`src/rtl/npu_pool_pkg.sv`:
```
// Shared definitions for the NPU pooling read path.
// State encodings and the comparator datapath width live here.
package npu_pool_pkg;

  localparam int unsigned NPU_DATA_W = 16;

  typedef enum logic [2:0] {
    ST_IDLE    = 3'd0,
    ST_CLEAR   = 3'd1,
    ST_STREAM  = 3'd2,
    ST_CAPTURE = 3'd3,
    ST_HOLD    = 3'd4
  } pool_state_e;

endpackage

```
`src/rtl/pool_addr_gen.sv`:
```
// Window address generator: latched base/length, issue and receive counters,
// and the flags the sequencer FSM uses to decide when a window is done.
module pool_addr_gen #(
  parameter int unsigned ADDR_W = 8,
  parameter int unsigned LEN_W  = 8
) (
  input  logic              CLK,
  input  logic              RST_N,
  input  logic              i_load,
  input  logic [ADDR_W-1:0] i_base,
  input  logic [LEN_W-1:0]  i_len,
  input  logic              i_issue,
  input  logic              i_recv,
  output logic [ADDR_W-1:0] o_addr,
  output logic              o_all_issued,
  output logic              o_last_recv
);

  logic [ADDR_W-1:0] r_base;
  logic [LEN_W-1:0]  r_len;
  logic [LEN_W-1:0]  r_issue_cnt;
  logic [LEN_W-1:0]  r_recv_cnt;

  always_ff @(posedge CLK or negedge RST_N) begin
    if (!RST_N) begin
      r_base      <= '0;
      r_len       <= '0;
      r_issue_cnt <= '0;
      r_recv_cnt  <= '0;
    end else if (i_load) begin
      r_base      <= i_base;
      r_len       <= i_len;
      r_issue_cnt <= '0;
      r_recv_cnt  <= '0;
    end else begin
      if (i_issue) r_issue_cnt <= r_issue_cnt + LEN_W'(1);
      if (i_recv)  r_recv_cnt  <= r_recv_cnt + LEN_W'(1);
    end
  end

  // Addition is naturally modulo 2^ADDR_W, giving the required wrap.
  assign o_addr       = r_base + ADDR_W'(r_issue_cnt);
  assign o_all_issued = (r_issue_cnt == r_len);
  assign o_last_recv  = ((r_recv_cnt + LEN_W'(1)) == r_len);

endmodule

```
`src/rtl/pool_read_sequencer.sv`:
```
// Streams a memory window into the auto comparator as a running-max
// accumulator, then captures and presents the maximum with valid/ready.
module pool_read_sequencer
  import npu_pool_pkg::*;
#(
  parameter int unsigned ADDR_W = 8,
  parameter int unsigned LEN_W  = 8
) (
  input  logic                  CLK,
  input  logic                  RST_N,
  input  logic                  start,
  input  logic [ADDR_W-1:0]     base_addr,
  input  logic [LEN_W-1:0]      win_len,
  output logic                  busy,
  output logic                  mem_rd_en,
  output logic [ADDR_W-1:0]     mem_addr,
  input  logic [NPU_DATA_W-1:0] mem_rd_data,
  output logic [NPU_DATA_W-1:0] In_Read,
  output logic                  EN_COMP,
  output logic                  RST_COMP,
  input  logic [NPU_DATA_W-1:0] comp_out,
  output logic [NPU_DATA_W-1:0] result,
  output logic                  result_valid,
  input  logic                  result_ready
);

  pool_state_e r_state, w_next;

  logic                  w_load, w_issue, w_recv, w_rd_en;
  logic [ADDR_W-1:0]     w_addr;
  logic                  w_all_issued, w_last_recv;
  logic                  r_en_comp, r_rst_comp;
  logic [NPU_DATA_W-1:0] r_result;

  pool_addr_gen #(
    .ADDR_W (ADDR_W),
    .LEN_W  (LEN_W)
  ) u_addr_gen (
    .CLK          (CLK),
    .RST_N        (RST_N),
    .i_load       (w_load),
    .i_base       (base_addr),
    .i_len        (win_len),
    .i_issue      (w_issue),
    .i_recv       (w_recv),
    .o_addr       (w_addr),
    .o_all_issued (w_all_issued),
    .o_last_recv  (w_last_recv)
  );

  always_comb begin
    w_next  = r_state;
    w_load  = 1'b0;
    w_issue = 1'b0;
    w_recv  = 1'b0;
    w_rd_en = 1'b0;
    case (r_state)
      ST_IDLE: begin
        if (start) begin
          w_load = 1'b1;
          w_next = (win_len == '0) ? ST_HOLD : ST_CLEAR;
        end
      end
      ST_CLEAR: begin
        w_rd_en = 1'b1;
        w_issue = 1'b1;
        w_next  = ST_STREAM;
      end
      ST_STREAM: begin
        w_recv = 1'b1;
        if (!w_all_issued) begin
          w_rd_en = 1'b1;
          w_issue = 1'b1;
        end
        if (w_last_recv) w_next = ST_CAPTURE;
      end
      ST_CAPTURE: w_next = ST_HOLD;
      ST_HOLD: begin
        if (result_ready) w_next = ST_IDLE;
      end
      default: w_next = ST_IDLE;
    endcase
  end

  // Comparator controls are registered from the next state so they line up
  // exactly with the CLEAR and STREAM cycles.
  always_ff @(posedge CLK or negedge RST_N) begin
    if (!RST_N) begin
      r_state    <= ST_IDLE;
      r_en_comp  <= 1'b0;
      r_rst_comp <= 1'b1;
      r_result   <= '0;
    end else begin
      r_state    <= w_next;
      r_en_comp  <= (w_next == ST_STREAM);
      r_rst_comp <= (w_next == ST_CLEAR);
      if (r_state == ST_IDLE && start && win_len == '0)
        r_result <= '0;
      else if (r_state == ST_CAPTURE)
        r_result <= comp_out;
    end
  end

  assign busy         = (r_state != ST_IDLE);
  assign mem_rd_en    = w_rd_en;
  assign mem_addr     = w_rd_en ? w_addr : '0;
  assign In_Read      = mem_rd_data;
  assign EN_COMP      = r_en_comp;
  assign RST_COMP     = r_rst_comp;
  assign result       = r_result;
  assign result_valid = (r_state == ST_HOLD);

endmodule

```
`config.mk`:
```
export PLATFORM = sky130hd
export DESIGN_NAME = pool_read_sequencer
export DESIGN_NICKNAME = d
export VERILOG_FILES = /design/src/rtl/npu_pool_pkg.sv /design/src/rtl/pool_addr_gen.sv /design/src/rtl/pool_read_sequencer.sv
export SDC_FILE = /design/constraint.sdc
export NUM_CORES = 1
export LEC_CHECK = 0
export ABC_AREA = 1
export ABC_CLOCK_PERIOD_IN_PS = 2490
export CORE_MARGIN = 10
export CORE_UTILIZATION = 47
export DETAILED_ROUTE_END_ITERATION = 6
export PLACE_DENSITY = 0.8
export SLEW_MARGIN = 25
export SYNTH_ARGS = -nofsm -noshare
export SYNTH_HDL_FRONTEND = slang
export SYNTH_SLANG_ARGS = --single-unit
```
`constraint.sdc`:
```
create_clock -name CLK -period 2.49 [get_ports CLK]
set_input_delay 0.3735 -clock CLK [delete_from_list [all_inputs] [get_ports CLK]]
set_output_delay 0.3735 -clock CLK [all_outputs]
set_load 0.02 [all_outputs]
```
==> results of run 1 <==
## cells by family after synthesis
kind of cell,after synthesis,synth area share [%]
AOI/OAI and AO/OA,31,5.36
buffers and inverters,78,11.7
and+or+nand+nor,191,26.8
muxes,16,5.68
DFF,53,41.8
adders and majority gates,10,4.18
xor gates and xnor gates,16,4.41
## flip-flops by register name, indices dropped and copies added (netlist names)
signal and count:
u_addr_gen.r_issue_cnt 8, u_addr_gen.r_recv_cnt 8, r_state 3, u_addr_gen.r_base 8, EN_COMP 1, u_addr_gen.r_len 8, RST_COMP 1, result 16
## final timing paths
kind	startpoint	to	slack (ns)	depth (start not counted)
max in group asynchronous	RST_N	u_addr_gen.r_issue_cnt[1]$_DFFE_PN0P_	1.72	2
setup reg to reg	u_addr_gen.r_recv_cnt[0]$_DFFE_PN0P_	EN_COMP$_DFF_PN0_	0.76	10
min in group CLK	u_addr_gen.r_base[3]$_DFFE_PN0P_	u_addr_gen.r_base[3]$_DFFE_PN0P_	0.49	2
hold reg to reg	u_addr_gen.r_base[3]$_DFFE_PN0P_	u_addr_gen.r_base[3]$_DFFE_PN0P_	0.49	2
hold / removal	RST_N	result[14]$_DFFE_PN0P_	0.09	1
setup / recovery	u_addr_gen.r_base[0]$_DFFE_PN0P_	mem_addr[6]	-0.02	10
## stage by stage
step / area [µm²] / total power, mW / setup TNS (ns) / hold WS, ns
floorplan: 3170 / 3.37 / 0 / 0.0779
global placement: 3860 / 4.40 / -0.0750 / 0.459
detailed placement: 3860 / 4.49 / -0.133 / 0.466
CTS: 3970 / 4.99 / 0 / 0.118
global route: 3990 / 5.44 / -0.108 / 0.132
finish: 3990 / 5.02 / -0.0240 / 0.0930
## worst register-to-register path, delay by kind of cell (launching register included)
family	cells	cell delay [ns]
adders and majority gates	1	0.24
DFF	1	0.46
and+or+nand+nor	9	0.94
## cells in the final DEF, fill, tap and decap left out, types with 2 or more instances in the layout
cell type                         instances
sky130_fd_sc_hd__nor2_2                   2
sky130_fd_sc_hd__buf_4                   16
sky130_fd_sc_hd__mux2_2                  16
sky130_fd_sc_hd__o22ai_1                  3
sky130_fd_sc_hd__nand2_1                108
sky130_fd_sc_hd__nand3_2                  2
sky130_fd_sc_hd__clkdlybuf4s50_1         54
sky130_fd_sc_hd__a21oi_1                  5
sky130_fd_sc_hd__nor2_4                   2
sky130_fd_sc_hd__ha_1                     7
sky130_fd_sc_hd__clkbuf_2                 4
sky130_fd_sc_hd__nor2_1                  32
sky130_fd_sc_hd__nand3_1                 27
sky130_fd_sc_hd__nand2_2                  2
sky130_fd_sc_hd__nor3b_2                  2
sky130_fd_sc_hd__inv_2                    4
sky130_fd_sc_hd__nand4_1                  6
sky130_fd_sc_hd__o21ai_1                  6
sky130_fd_sc_hd__inv_1                   52
sky130_fd_sc_hd__xnor2_1                  7
sky130_fd_sc_hd__nor4_1                   2
sky130_fd_sc_hd__o21ai_0                 12
sky130_fd_sc_hd__dlygate4sd2_1            4
sky130_fd_sc_hd__clkbuf_8                 6
sky130_fd_sc_hd__dfrtp_1                 51
sky130_fd_sc_hd__xor2_1                   9
## routing by layer
| metal | global-route usage, % | part of all wire [%] |
|---|---|---|
| met1 | 17.0 | 39 |
| met5 | 0 | 0 |
| met4 | 3.47 | 1.2 |
| met2 | 25.5 | 48 |
| met3 | 7.69 | 12 |
## cell type report
cell class	count	area, µm²
fillers	568	2470
clock inverters	2	17.5
multi-input cells	264	1510
repair buffers	80	741
well taps	77	96.3
flip-flops and latches	53	1330
inverters	56	210
clock buffers	6	82.6
## power groups by stage
stage	clock (mW)	combinational, mW	sequential (mW)
after floorplan	0	1.71	1.66
after global placement	0	2.89	1.50
after detailed placement	0	2.97	1.52
after CTS	0.546	2.94	1.51
after global routing	0.584	3.29	1.57
final	0.537	2.97	1.52
## timing repair
action	4_1_cts	5_1_grt
setup buffers	0	2
pin swaps	0	4
endpoints found under the setup margin	9	8
gates resized for setup	18	11
==> implementation parameters, run 1 <==
Parameter                              Value

Status
  Run status ... finished, violations left
  Failing checks ... setup timing

Setup path
  Worst Setup Path Type ... register to output port
  Category of cells accounting for the largest share of critical-path delay ... adder cells
  Maximum single-stage delay on the critical path ... 0.42 ns
  Crit path arrival time ... 2.14 ns
  Cell type with the highest occurrence count on the critical path ... sky130_fd_sc_hd__nand3_2
  Required time reported for the critical path endpoint ... 2.12 ns
  Buf/Inv on CP ... 1
  Critical Path Start Type ... register
  Series of cell instances along the critical path ... ha_2 -> fa_2 -> nand3_2 -> nand3_2 -> nand2_2 -> nand2_1 -> a21oi_2 -> xor2_1 -> nor2_1 -> buf_4
  Slowest cell on the critical path ... sky130_fd_sc_hd__dfrtp_1
  Endpoint kind of the worst setup timing path ... output port
  Maximum fanout encountered on the critical timing path ... 2

Power
  Internal power ... 2.77 mW
  Pwr Density ... 1260 nW/µm²
  Fraction of power consumed by the clock network ... 10.7%
  Proportion of total power due to net switching ... 44.8%
  Part of the power in registers ... 30.2%
  Maximum VDD drop ... 0.659 mV
  NetSw ... 2.25 mW
  Leakage power total ... 1.99 nW
  Logic gate share of total power ... 59.1%

Cells and area
  Area added between synthesis and finish ... 25.5%
  Number of inserted diodes ... 0
  Total Nets Final ... 522
  Non-filler instance count after layout ... 538
  Share of final-layout standard cells stronger than drive strength 1 ... 15.0%
  Share of the core filled with cells in the final layout ... 61.7%

Place
  Number of buffers inserted by port buffering ... 64
  RD Place Congestion ... 0.890
  Placed wire-length estimate after detailed placement ... 5930 µm
  Worst Setup Slack post-DPL ... -0.133 ns
  Placed instance count ... 528

STA
  Worst slew margin ... 52.5%
  Final setup violation count ... 1
  Min cycle time layout ... 2.51 ns
  Worst setup slack after layout ... -0.0240 ns
  Final clock skew ... 0.0128 ns
  Slew at the pin closest to its max-slew limit ... 0.712 ns
  Post-route clock period utilization ... 101%
  RSZ-0062 raised after global routing ... true
  Number of pins exceeding their max-slew limit in the final report ... 0
  Hold Violations, Final ... 0
  Top achievable clock speed ... 398 MHz

Yosys
  Commonest cells in the synthesized netlist ... sky130_fd_sc_hd__nand2_1, sky130_fd_sc_hd__dfrtp_1, sky130_fd_sc_hd__inv_1
  Number of library cell types mapped by synthesis ... 35
  Share of async-settable or async-resettable flops after synthesis ... 100%
  Sequential share of the synthesized area ... 41.8%
  Count of warnings emitted by yosys ... 0
  Number of enable-type register cells in the synthesized netlist ... 0
  Library cell occupying the most area in the post-synthesis netlist ... sky130_fd_sc_hd__dfrtp_1
  Predominant post-synthesis flop cell ... sky130_fd_sc_hd__dfrtp_1
  Cell count after synthesis ... 395
  Mean Syn Cell Area ... 8.04 µm²
  Nets in the synthesized netlist ... 457
  Count leader, synth ... sky130_fd_sc_hd__nand2_1
  Netlist Area Pre-Place ... 3170 µm²
  Count of state elements after synthesis ... 53
  Yosys top cell area share ... 41.0%
  Ranking of synthesized cells by area ... sky130_fd_sc_hd__dfrtp_1, sky130_fd_sc_hd__nand2_1, sky130_fd_sc_hd__inv_1

Drt
  Final wirelength ... 7910 µm
  Initial detailed-routing violation count ... 97
  Routed Antenna Nets ... 0
  DRC Markers ... 0
  Average via count per standard cell ... 5.19
  First-pass detailed-route iteration total ... 4
  Total via count in the routed design ... 2792
  Average wire per standard cell ... 14.7 µm

Global route
  Pin count of the biggest net entering global routing ... 32
  Antenna violations before repair ... 0
  Gr ovfl total ... 0
  All-layer global routing usage ... 15.2%
  Wire length of the first global-routing pass ... 12900 µm
  Via count of the first global-routing pass ... 2886

Floorplanning
  Die Span Y ... 102 µm
  I/O Pins ... 97
  Initial cell density of the core ... 49.1%
  Die extent in x ... 102 µm
  Core outline area ... 6460 µm²
  DIE AREA ... 10400 µm²
  Number of core rows ... 29

Clock tree
  CTS H-tree depth ... 2
  Root Driver ... sky130_fd_sc_hd__clkbuf_8
  Insertion delay to the later sink of the worst-skew pair ... 0.32 ns
  Clock transition at path regs ... 0.11 ns
  Hold Buf Count CTS ... 0
  Cts bufs inserted ... 5
  TritonCTS clock tree ... yes
  Max Buffers Root-to-Sink ... 2
  Clock sink count ... 53

Min path
  Worst min-delay path category ... primary input to async pin

Flow run
  Max Cap Viol ... 0
No activity file was read; power rests on OpenSTA's default activity.
==> inputs of run 2 (changes only) <==
--- a/config.mk
+++ b/config.mk
@@ -6,11 +6,11 @@
 export NUM_CORES = 1
 export LEC_CHECK = 0
 export ABC_AREA = 1
-export ABC_CLOCK_PERIOD_IN_PS = 2490
+export ABC_CLOCK_PERIOD_IN_PS = 2200
 export CORE_MARGIN = 10
-export CORE_UTILIZATION = 47
+export CORE_UTILIZATION = 43
 export DETAILED_ROUTE_END_ITERATION = 6
-export PLACE_DENSITY = 0.8
+export PLACE_DENSITY = 0.77
 export SLEW_MARGIN = 25
 export SYNTH_ARGS = -nofsm -noshare
 export SYNTH_HDL_FRONTEND = slang
==> constraint.sdc (replaced) <==
create_clock -name CLK -period 2.2 [get_ports CLK]
set_input_delay 0.33 -clock CLK [delete_from_list [all_inputs] [get_ports CLK]]
set_output_delay 0.33 -clock CLK [all_outputs]
set_load 0.02 [all_outputs]
==> run 2 against run 1 <==
The flow still finishes with violations (setup timing); sequential share of layout area is 2.7 points lower; global-route usage decreased by 1.4 points; die area increased by 7.5%; hold slack gained 0.24 ns; worst setup slack got worse by 0.21 ns; critical path depth unchanged; critical path type unchanged; largest cell class unchanged.
==> implementation parameters, run 2 (synthesized netlist as in run 1, its figures left out) <==
Parameter                              Value

Status
  Run status ... finished, violations left
  Failing checks ... setup timing

Setup path
  Maximum fanout encountered on the critical timing path ... 2 (unchanged)
  Startpoint of the worst-slack reg-to-reg timing path ... u_addr_gen.r_issue_cnt[1]$_DFFE_PN0P_
  Crit path arrival time ... 2.10 ns (-0.04 ns)
  Worst reg2reg setup slack ... 0.39 ns (-0.37 ns)
  Cells on worst reg2reg path ... 13 (+3)
  Category of cells accounting for the largest share of critical-path delay ... adder cells
  Required time reported for the critical path endpoint ... 1.87 ns (-0.25 ns)
  Critical Path Start Type ... register
  Endpoint kind of the worst setup timing path ... output port
  Maximum single-stage delay on the critical path ... 0.42 ns (about the same)
  Buf/Inv on CP ... 1 (unchanged)
  Series of cell instances along the critical path ... ha_2 -> fa_2 -> nand3_2 -> nand3_2 -> nand2_2 -> nand2_2 -> a21oi_2 -> xor2_1 -> nor2_1 -> buf_4
  Worst Setup Path Type ... register to output port
  Slowest cell on the critical path ... sky130_fd_sc_hd__dfrtp_1
  Worst r2r dst ... u_addr_gen.r_issue_cnt[3]$_DFFE_PN0P_

Global route
  Wire length of the first global-routing pass ... 12900 µm (about the same)
  Via count of the first global-routing pass ... 2923 (+1.3%)
  Pin count of the biggest net entering global routing ... 51 (+59%)
  Antenna violations before repair ... 0 (unchanged)
  Gr ovfl total ... 0 (unchanged)
  All-layer global routing usage ... 13.8% (-1.4 points)

Flow run
  Max Cap Viol ... 0 (unchanged)

Drt
  Average wire per standard cell ... 14.2 µm (-3.7%)
  Initial detailed-routing violation count ... 122 (+26%)
  Total via count in the routed design ... 2854 (+2.2%)
  DRC Markers ... 0 (unchanged)
  Routed Antenna Nets ... 0 (unchanged)
  Final wirelength ... 8280 µm (+4.7%)
  Average via count per standard cell ... 4.88 (-6.0%)
  First-pass detailed-route iteration total ... 4 (unchanged)

Floorplanning
  Core outline area ... 7210 µm² (+12%)
  Die Span Y ... 106 µm (+3.7%)
  Initial cell density of the core ... 44.0% (-5.1 points)
  Number of core rows ... 31 (+6.9%)
  Die extent in x ... 106 µm (+3.7%)
  DIE AREA ... 11200 µm² (+7.5%)
  I/O Pins ... 97 (unchanged)

STA
  Hold Violations, Final ... 0 (unchanged)
  RSZ-0062 raised after global routing ... true
  Slew at the pin closest to its max-slew limit ... 0.476 ns (-0.236 ns)
  Post-route clock period utilization ... 111%
  Top achievable clock speed ... 411 MHz
  Final setup violation count ... 6 (+5)
  Worst setup slack after layout ... -0.231 ns (-0.207 ns)
  Worst slew margin ... 68.2% (+16 points)
  Final clock skew ... 0.00429 ns (-0.00855 ns)
  Number of pins exceeding their max-slew limit in the final report ... 0 (unchanged)
  Min cycle time layout ... 2.43 ns

Cells and area
  Total Nets Final ... 547 (+4.8%)
  Area added between synthesis and finish ... 36.5%
  Flip-flop count of the largest register after layout ... 16 (unchanged)
  Most used cells in the layout excluding fill and tap cells ... sky130_fd_sc_hd__nand2_1, sky130_fd_sc_hd__clkdlybuf4s50_1, sky130_fd_sc_hd__dfrtp_1
  Leading cell type in the layout, fill and taps excluded ... sky130_fd_sc_hd__nand2_1
  Share of the core filled with cells in the final layout ... 60.0% (-1.7 points)
  Number of inserted diodes ... 0 (unchanged)
  Share of final-layout standard cells stronger than drive strength 1 ... 23.5% (+8.5 points)

Power
  Maximum VDD drop ... 0.693 mV (+5.3%)
  Pwr Density ... 1450 nW/µm² (+15%)
  Leakage power total ... 2.15 nW (+8.0%)

Place
  Placed wire-length estimate after detailed placement ... 6020 µm (+1.6%)
  RD Place Congestion ... 0.869 (-2.4%)
  Worst Setup Slack post-DPL ... -0.361 ns (-0.227 ns)
  Number of buffers inserted by port buffering ... 64 (unchanged)

Clock tree
  CTS H-tree depth ... 2 (unchanged)
  Max Buffers Root-to-Sink ... 2 (unchanged)
  Clock transition at path regs ... 0.10 ns (about the same)
  Cts bufs inserted ... 5 (unchanged)
  TritonCTS clock tree ... yes
  Root Driver ... sky130_fd_sc_hd__clkbuf_8
  Clock sink count ... 53 (unchanged)
  Insertion delay to the later sink of the worst-skew pair ... 0.31 ns (about the same)

Min path
  Worst min-delay path category ... primary input to async pin
run 2: how the worst max path moves through the flow:
| stage | start | endpoint | slack [ns] | cells past startpoint |
|---|---|---|---|---|
| floorplan | u_addr_gen.r_issue_cnt[0]$_DFFE_PN0P_ | mem_addr[6] | 0.06 | 9 |
| global placement | u_addr_gen.r_issue_cnt[0]$_DFFE_PN0P_ | mem_addr[6] | -0.32 | 10 |
| detailed placement | u_addr_gen.r_issue_cnt[0]$_DFFE_PN0P_ | mem_addr[6] | -0.36 | 10 |
| CTS | u_addr_gen.r_base[0]$_DFFE_PN0P_ | mem_addr[6] | -0.19 | 10 |
| global route | u_addr_gen.r_issue_cnt[0]$_DFFE_PN0P_ | mem_addr[6] | -0.35 | 10 |
| finish | u_addr_gen.r_base[0]$_DFFE_PN0P_ | mem_addr[6] | -0.23 | 10 |
run 2: final cells by class:
cell class / instances / area [µm²]
inverters: 56 / 213
clock inverters: 2 / 17.5
multi-input cells: 264 / 1580
flip-flops and latches: 53 / 1330
well taps: 99 / 124
clock buffers: 6 / 82.6
repair buffers: 105 / 987
fillers: 637 / 2880
run 2: per-stage QoR:
stage / TNS (ns) / std cells / total power [mW] / hold WS, ns / instance area [µm²]
after floorplan: 0 / 395 / 3.82 / 0.0344 / 3170
after global placement: -0.912 / 567 / 5.15 / 0.148 / 4030
after detailed placement: -1.20 / 567 / 5.24 / 0.150 / 4030
after CTS: -0.404 / 578 / 5.86 / 0.325 / 4160
after global routing: -1.10 / 585 / 6.76 / 0.351 / 4330
final: -0.461 / 585 / 6.29 / 0.335 / 4330
run 2: where the power goes:
group | internal (mW) | switching [mW] | total, mW
Combinational | 1.91 | 2.08 | 3.99
Clock | 0.262 | 0.339 | 0.601
Sequential | 1.39 | 0.305 | 1.69
run 2: what timing repair did:
item,in CTS,in global routing
pin swaps,2,15
resized for setup,48,31
endpoints found under the setup margin,9,10
gates cloned,0,1
hold buffers,1,0
setup buffers,2,7
endpoints found under the hold margin,3,0
run 2: routing by layer:
| layer | share of wire (%) | GRT usage [%] | wire length (µm) |
|---|---|---|---|
| met4 | 0.88 | 3.58 | 73 |
| met3 | 10 | 7.13 | 842 |
| met1 | 41 | 14.8 | 3380 |
| met2 | 48 | 23.5 | 3980 |
| met5 | 0 | 0 | 0 |
